**src/rtl/rtc_cfg_ctrl.sv**
```systemverilog
// rtc_cfg_ctrl: bus-facing configuration sequencer for the RTC core.
// Single-beat reads/writes, one load pulse per config write followed by a
// settle window, coherent clock/date snapshot, sticky maskable interrupt.
module rtc_cfg_ctrl #(
    parameter int unsigned SETTLE_CYCLES = 1
) (
    input  logic        clk_i,
    input  logic        rst_i,
    input  logic        req_i,
    input  logic        we_i,
    input  logic [2:0]  addr_i,
    input  logic [31:0] wdata_i,
    output logic        gnt_o,
    output logic        rvalid_o,
    output logic [31:0] rdata_o,
    output logic        err_o,
    output logic        clock_update_o,
    output logic [21:0] clock_o,
    output logic [9:0]  init_sec_cnt_o,
    output logic        timer_update_o,
    output logic        timer_enable_o,
    output logic        timer_retrig_o,
    output logic [16:0] timer_target_o,
    output logic        alarm_enable_o,
    output logic        alarm_update_o,
    output logic [21:0] alarm_clock_o,
    output logic        date_update_o,
    output logic [31:0] date_o,
    input  logic [21:0] rtc_clock_i,
    input  logic [31:0] rtc_date_i,
    input  logic [16:0] rtc_timer_value_i,
    input  logic [21:0] rtc_alarm_clock_i,
    input  logic        rtc_event_i,
    input  logic        rtc_update_day_i,
    output logic        irq_o
);

    localparam int unsigned CW = (SETTLE_CYCLES > 1) ? $clog2(SETTLE_CYCLES) : 1;

    localparam logic [2:0] A_CLOCK  = 3'd0;
    localparam logic [2:0] A_DATE   = 3'd1;
    localparam logic [2:0] A_ALARM  = 3'd2;
    localparam logic [2:0] A_TIMER  = 3'd3;
    localparam logic [2:0] A_CTRL   = 3'd4;
    localparam logic [2:0] A_STATUS = 3'd5;

    // pulse vector bit positions
    localparam int P_CLOCK = 0;
    localparam int P_DATE  = 1;
    localparam int P_ALARM = 2;
    localparam int P_TIMER = 3;

    typedef enum logic [1:0] {
        S_IDLE   = 2'd0,
        S_APPLY  = 2'd1,
        S_SETTLE = 2'd2
    } state_e;

    state_e        state_q, state_d;
    logic [CW-1:0] cnt_q, cnt_d;
    logic [3:0]    pulse_q, pulse_d;
    logic [21:0]   clock_q, clock_d;
    logic [31:0]   date_q, date_d;
    logic [21:0]   alarm_q, alarm_d;
    logic [16:0]   timer_q, timer_d;
    logic          alarm_en_q, alarm_en_d;
    logic          timer_en_q, timer_en_d;
    logic          retrig_q, retrig_d;
    logic          irq_en_q, irq_en_d;
    logic [9:0]    init_q, init_d;
    logic          pending_q, pending_d;
    logic          irq_q, irq_d;
    logic [31:0]   snap_date_q, snap_date_d;
    logic          rvalid_q, rvalid_d;
    logic [31:0]   rdata_q, rdata_d;
    logic          err_q, err_d;

    logic gnt;
    logic clk_rd_hold;
    logic w1c;

    // Grant: only in IDLE; a CLOCK read is held off during a day rollover so
    // the captured clock and date belong to the same day.
    always_comb begin
        clk_rd_hold = req_i & ~we_i & (addr_i == A_CLOCK) & rtc_update_day_i;
        gnt         = ~rst_i & (state_q == S_IDLE) & req_i & ~clk_rd_hold;
        w1c         = gnt & we_i & (addr_i == A_STATUS) & wdata_i[0];
    end

    // Next-state, register loads, read mux and event/interrupt tracking
    always_comb begin
        state_d     = state_q;
        cnt_d       = cnt_q;
        pulse_d     = '0;
        clock_d     = clock_q;
        date_d      = date_q;
        alarm_d     = alarm_q;
        timer_d     = timer_q;
        alarm_en_d  = alarm_en_q;
        timer_en_d  = timer_en_q;
        retrig_d    = retrig_q;
        irq_en_d    = irq_en_q;
        init_d      = init_q;
        snap_date_d = snap_date_q;
        rvalid_d    = gnt;
        err_d       = gnt & addr_i[2] & addr_i[1];
        rdata_d     = '0;
        // event set takes priority over a concurrent W1C
        pending_d   = rtc_event_i | (pending_q & ~w1c);

        case (state_q)
            S_IDLE: begin
                if (gnt && we_i) begin
                    case (addr_i)
                        A_CLOCK: begin
                            clock_d          = wdata_i[21:0];
                            pulse_d[P_CLOCK] = 1'b1;
                            state_d          = S_APPLY;
                        end
                        A_DATE: begin
                            date_d          = wdata_i;
                            pulse_d[P_DATE] = 1'b1;
                            state_d         = S_APPLY;
                        end
                        A_ALARM: begin
                            alarm_d          = wdata_i[21:0];
                            pulse_d[P_ALARM] = 1'b1;
                            state_d          = S_APPLY;
                        end
                        A_TIMER: begin
                            timer_d          = wdata_i[16:0];
                            pulse_d[P_TIMER] = 1'b1;
                            state_d          = S_APPLY;
                        end
                        A_CTRL: begin
                            alarm_en_d       = wdata_i[0];
                            timer_en_d       = wdata_i[1];
                            retrig_d         = wdata_i[2];
                            irq_en_d         = wdata_i[3];
                            init_d           = wdata_i[13:4];
                            pulse_d[P_TIMER] = 1'b1;
                            state_d          = S_APPLY;
                        end
                        default: ; // STATUS handled by w1c; 6/7 have no effect
                    endcase
                end else if (gnt) begin
                    case (addr_i)
                        A_CLOCK: begin
                            rdata_d     = {10'd0, rtc_clock_i};
                            snap_date_d = rtc_date_i;
                        end
                        A_DATE:   rdata_d = snap_date_q;
                        A_ALARM:  rdata_d = {10'd0, rtc_alarm_clock_i};
                        A_TIMER:  rdata_d = {15'd0, rtc_timer_value_i};
                        A_CTRL:   rdata_d = {18'd0, init_q, irq_en_q, retrig_q,
                                             timer_en_q, alarm_en_q};
                        A_STATUS: rdata_d = {31'd0, pending_q};
                        default:  rdata_d = '0;
                    endcase
                end
            end
            S_APPLY: begin
                state_d = S_SETTLE;
                cnt_d   = CW'(SETTLE_CYCLES - 1);
            end
            S_SETTLE: begin
                if (cnt_q == '0) begin
                    state_d = S_IDLE;
                end else begin
                    cnt_d = cnt_q - 1'b1;
                end
            end
            default: state_d = S_IDLE;
        endcase

        irq_d = pending_d & irq_en_d;
    end

    // State and data registers, synchronous reset clears everything
    always_ff @(posedge clk_i) begin
        if (rst_i) begin
            state_q     <= S_IDLE;
            cnt_q       <= '0;
            pulse_q     <= '0;
            clock_q     <= '0;
            date_q      <= '0;
            alarm_q     <= '0;
            timer_q     <= '0;
            alarm_en_q  <= 1'b0;
            timer_en_q  <= 1'b0;
            retrig_q    <= 1'b0;
            irq_en_q    <= 1'b0;
            init_q      <= '0;
            pending_q   <= 1'b0;
            irq_q       <= 1'b0;
            snap_date_q <= '0;
            rvalid_q    <= 1'b0;
            rdata_q     <= '0;
            err_q       <= 1'b0;
        end else begin
            state_q     <= state_d;
            cnt_q       <= cnt_d;
            pulse_q     <= pulse_d;
            clock_q     <= clock_d;
            date_q      <= date_d;
            alarm_q     <= alarm_d;
            timer_q     <= timer_d;
            alarm_en_q  <= alarm_en_d;
            timer_en_q  <= timer_en_d;
            retrig_q    <= retrig_d;
            irq_en_q    <= irq_en_d;
            init_q      <= init_d;
            pending_q   <= pending_d;
            irq_q       <= irq_d;
            snap_date_q <= snap_date_d;
            rvalid_q    <= rvalid_d;
            rdata_q     <= rdata_d;
            err_q       <= err_d;
        end
    end

    assign gnt_o          = gnt;
    assign rvalid_o       = rvalid_q;
    assign rdata_o        = rdata_q;
    assign err_o          = err_q;
    assign clock_update_o = pulse_q[P_CLOCK];
    assign date_update_o  = pulse_q[P_DATE];
    assign alarm_update_o = pulse_q[P_ALARM];
    assign timer_update_o = pulse_q[P_TIMER];
    assign clock_o        = clock_q;
    assign date_o         = date_q;
    assign alarm_clock_o  = alarm_q;
    assign timer_target_o = timer_q;
    assign alarm_enable_o = alarm_en_q;
    assign timer_enable_o = timer_en_q;
    assign timer_retrig_o = retrig_q;
    assign init_sec_cnt_o = init_q;
    assign irq_o          = irq_q;

endmodule

```
**config.mk**
```make
export PLATFORM = sky130hd
export DESIGN_NAME = rtc_cfg_ctrl
export DESIGN_NICKNAME = d
export VERILOG_FILES = /design/src/rtl/rtc_cfg_ctrl.sv
export SDC_FILE = /design/constraint.sdc
export NUM_CORES = 1
export LEC_CHECK = 0
export CAP_MARGIN = 20
export CORE_AREA = 2 2 139 141
export DETAILED_ROUTE_END_ITERATION = 7
export DIE_AREA = 0 0 141 143
export MAX_ROUTING_LAYER = met4
export PLACE_DENSITY = 0.8
export SETUP_SLACK_MARGIN = 0.4
export SLEW_MARGIN = 20
export SYNTH_ARGS = -nofsm -noshare
export SYNTH_HDL_FRONTEND = slang
export SYNTH_SLANG_ARGS = --single-unit
```
**constraint.sdc**
```tcl
create_clock -name clk_i -period 2.04 [get_ports clk_i]
set_input_delay 0.306 -clock clk_i [delete_from_list [all_inputs] [get_ports clk_i]]
set_output_delay 0.306 -clock clk_i [all_outputs]
set_load 0.01 [all_outputs]
```
==> results by group <==
Global route
  – Largest net degree at the start of global routing: 48
  – Overall Global Routing Usage: 24.9%
  – Grt met3 use: 7.95%
  – First-pass GRT wire length: approximately 38000 um
  – Met1 Use GR: 28.9%
  – Number of global-route vias before repair: ~7000
  – GRT overflow: 0
  – Met2 Usage GRT: 42.0%
  – Initial antenna violation count: 1
  – Gr busiest metal: met2

Critical path
  – Critical Path AT: 2.33 ns
  – Worst-path cell chain: or4b_4 -> buf_6 -> nor3_4 -> buf_6 -> clkbuf_16 -> mux2_4
  – Register-to-register path setup slack: about 0.015 ns
  – CP max FO: 7
  – Critical Path Most Common Cell: buf_6
  – Setup CP Type: reg -> reg
  – Worst Setup SP: state_q[0]
  – Slowest CP cell: or4b_4
  – Crit path buf inv count: 3
  – Critical path's largest stage delay: 0.58 ns
  – RR Startpoint: state_q[0]
  – Setup crit start kind: flip-flop
  – CP Capture Type: flip-flop
  – Worst R2R End: snap_date_q[19]
  – Required @ worst endpoint: 2.35 ns
  – Register-to-Register Path Depth: 6
  – CP top delay family: simple AND/OR/NAND/NOR gates

Routing
  – First-pass detailed-route iteration total: 6
  – Drt wl/cell: between 20 and 25 um
  – Final WL: 26800 um
  – DRC: 0
  – Vias per cell: 5.28
  – Routed Antenna Nets: 0
  – Iteration-0 DRC Markers: 303
  – Vias: 6825

Floorplan
  – FP Rows: 50
  – Area of the die: 20200 um2
  – Core area: 18600 um2
  – Horiz. Die Dim: 141 um
  – Initial Util: 39.4%
  – Die height: between 100 and 150 um
  – IO Count: 280

Clock tree
  – Number of CTS-inserted buffers: 17
  – Hold Buf Count CTS: 0
  – CTS tree: yes
  – H-tree Lvls: 4
  – Clock sink total: 181
  – Max Buffers Root-to-Sink: 2
  – Clock root cell: clkbuf_16
  – Clock Latency Late Sink: 0.42 ns
  – CTS clock-pin slew for the worst setup and hold paths: 0.07 ns

Synth
  – Synth cell count leaders: dfxtp_1 (181), nand2_1 (83), mux2_2 (64), mux2i_1 (60), nor2b_1 (53)
  – Area contributors post-synth: dfxtp_1 (49%), mux2_2 (9.8%), mux2i_1 (8.2%)
  – Async SR Flop Fraction: 0%
  – Number of synthesized flops with an enable pin: 0
  – Avg Cell Area, Syn: 10.3 um2
  – Syn nets: 845
  – Share of the synthesized area in the top cell type: 49.5%
  – Main flop type after synthesis: dfxtp_1
  – Syn. warnings: 0
  – Count of cell types in the netlist: 42
  – Yosys top cell by area: dfxtp_1
  – Post-synthesis cell area: 7320 um2
  – Yosys reg bits: around 180
  – Sequential area share after synthesis: 49.5%
  – Syn Inst Count: 711
  – Top-count cell post-synth: dfxtp_1

Pwr
  – Clk pwr share: 42.1%
  – Leak: 0.00593 uW
  – Internal power: 5770 uW
  – Cell Pwr Density: about 620 nW/um2
  – Sequential Power Share: around 46%
  – Gate power share: 12.0%
  – Maximum vdd ir drop: 0.000543 V
  – Switch share: 25.9%
  – Tot Pwr: 7780 uW
  – Switch Pwr: 2010 uW

Min path
  – Hold path start: addr_i[1]
  – Worst Hold Endpoint: rvalid_o
  – Count of cells along the worst hold path: 4
  – Hold crit path type: in -> reg

Placed design
  – GPL Wtd Cong: 0.853
  – DPL Wire Length: around 18000 um
  – Port Buffers: 279

Cells and area
  – Share of cells above drive strength 1: 27.0%
  – Area growth syn-to-layout: 71.3%
  – Nets: around 1200

STA
  – Relative slew margins: 57.8%
  – Worst Clk Skew: just under 0.009 ns
  – Worst Max-Slew Pin Slew: 0.631 ns
  – Min Tclk post-route: 2.03 ns
  – Unrepaired setup endpoints after global routing: true
  – Max-slew violations: 0
  – Fin. Hold Viols: 0
  – Hold WS: around 0.31 ns
  – Finish-stage setup viols: 0
  – Max Freq: 494 MHz
  – Fin crit share: 99.3%

Flow run
  – MaxCap Viol Count: 0

Status
  – Status: finished, final reports clean
[metal layers]
| metal | part of all wire (%) | wire length [um] |
|---|---|---|
| met5 | 0 | 0 |
| met4 | 1.8 | 485 |
| met3 | 8.3 | 2230 |
| met2 | 50 | 13400 |
| met1 | 40 | 10700 |
[power by group through the flow]
| stage | clock [uW] | sequential (uW) | combinational [uW] |
|---|---|---|---|
| final | 3270 | 3580 | 930 |
| after global routing | 3440 | 3580 | 981 |
| after CTS | 3320 | 3580 | 862 |
| after detailed placement | 0 | 3660 | 787 |
| after global placement | 0 | 3660 | 780 |
| after floorplan | 0 | 3670 | 288 |
[cell usage in the layout (no fill, tap or decap), types with 5 or more instances in the layout]
cell and count:
nand4_1 26, mux2_4 33, buf_4 57, buf_6 18
dfxtp_2 7, buf_12 15, o31ai_4 17, inv_6 5
clkdlybuf4s50_1 183, nor2b_1 53, o31ai_2 6, nand3b_1 14
clkbuf_16 21, dfxtp_1 173, mux2_2 34, a21oi_1 20
nor3b_1 7, dlymetal6s2s_1 51, dlygate4sd2_1 42, a21oi_2 24
o21ai_0 7, and2_1 17, a222oi_1 13, nand2_1 82
mux2i_1 60
[flip-flops by register name, indices dropped and copies added (netlist names), 2 cells and up]
| register | flops |
|---|---|
| date_o | 32 |
| rdata_o | 32 |
| snap_date_q | 32 |
| alarm_clock_o | 22 |
| clock_o | 22 |
| timer_target_o | 17 |
| init_sec_cnt_o | 10 |
| pulse_q | 4 |
| state_q | 2 |
[repair_timing]
action                                  4_1_cts  5_1_grt
gates cloned                                  4        5
resized for setup                           111      148
buffers inserted                             14        8
endpoints found under the setup margin      171      218
pin swaps                                    12       24
[worst max path at each step]
stage               cells after the start         endpoint  slack [ns]
global placement                        5            gnt_o       -0.53
finish                                  6  snap_date_q[19]        0.01
CTS                                     5      clock_o[16]        0.03
detailed placement                      5            gnt_o       -0.53
global route                            6   snap_date_q[2]       -0.01
floorplan                               6  snap_date_q[11]        0.06
[cell type report]
cell class              instances  area [um2]
clock buffers                  19         453
well taps                     234         293
inverters                       6        30.0
multi-input cells             463        4020
clock inverters                13         133
fillers                      1412        6030
flip-flops and latches        181        3640
diodes                          1        2.50
repair buffers                376        3980
[tightest hold or removal path, stage by stage]
cell and delay [ns]:
buf_2 0.10, or4b_4 0.15, nor2_4 0.04, nor2_2 0.09
[kinds of logic after synthesis]
logic type,Yosys count,share of synthesized area (%)
DFF,181,49.5
and+or+nand+nor,233,17.9
muxes,130,19.6
buffers and inverters,68,4.12
AOI/OAI and AO/OA,99,8.95
[stage by stage]
stage,instances,instance area [um2],util [%],worst slack [ns],TNS (ns)
after detailed placement,1229,10800,58.3,-0.530,-31.36
after floorplan,711,7450,-,0.0560,0
final,1293,12500,67.5,0.0146,0
after global placement,1229,10800,58.3,-0.534,-27.72
after global routing,1293,12500,67.5,-0.0138,-0.0967
after CTS,1279,11800,63.5,0.0307,0
No activity file was read; power rests on OpenSTA's default activity.
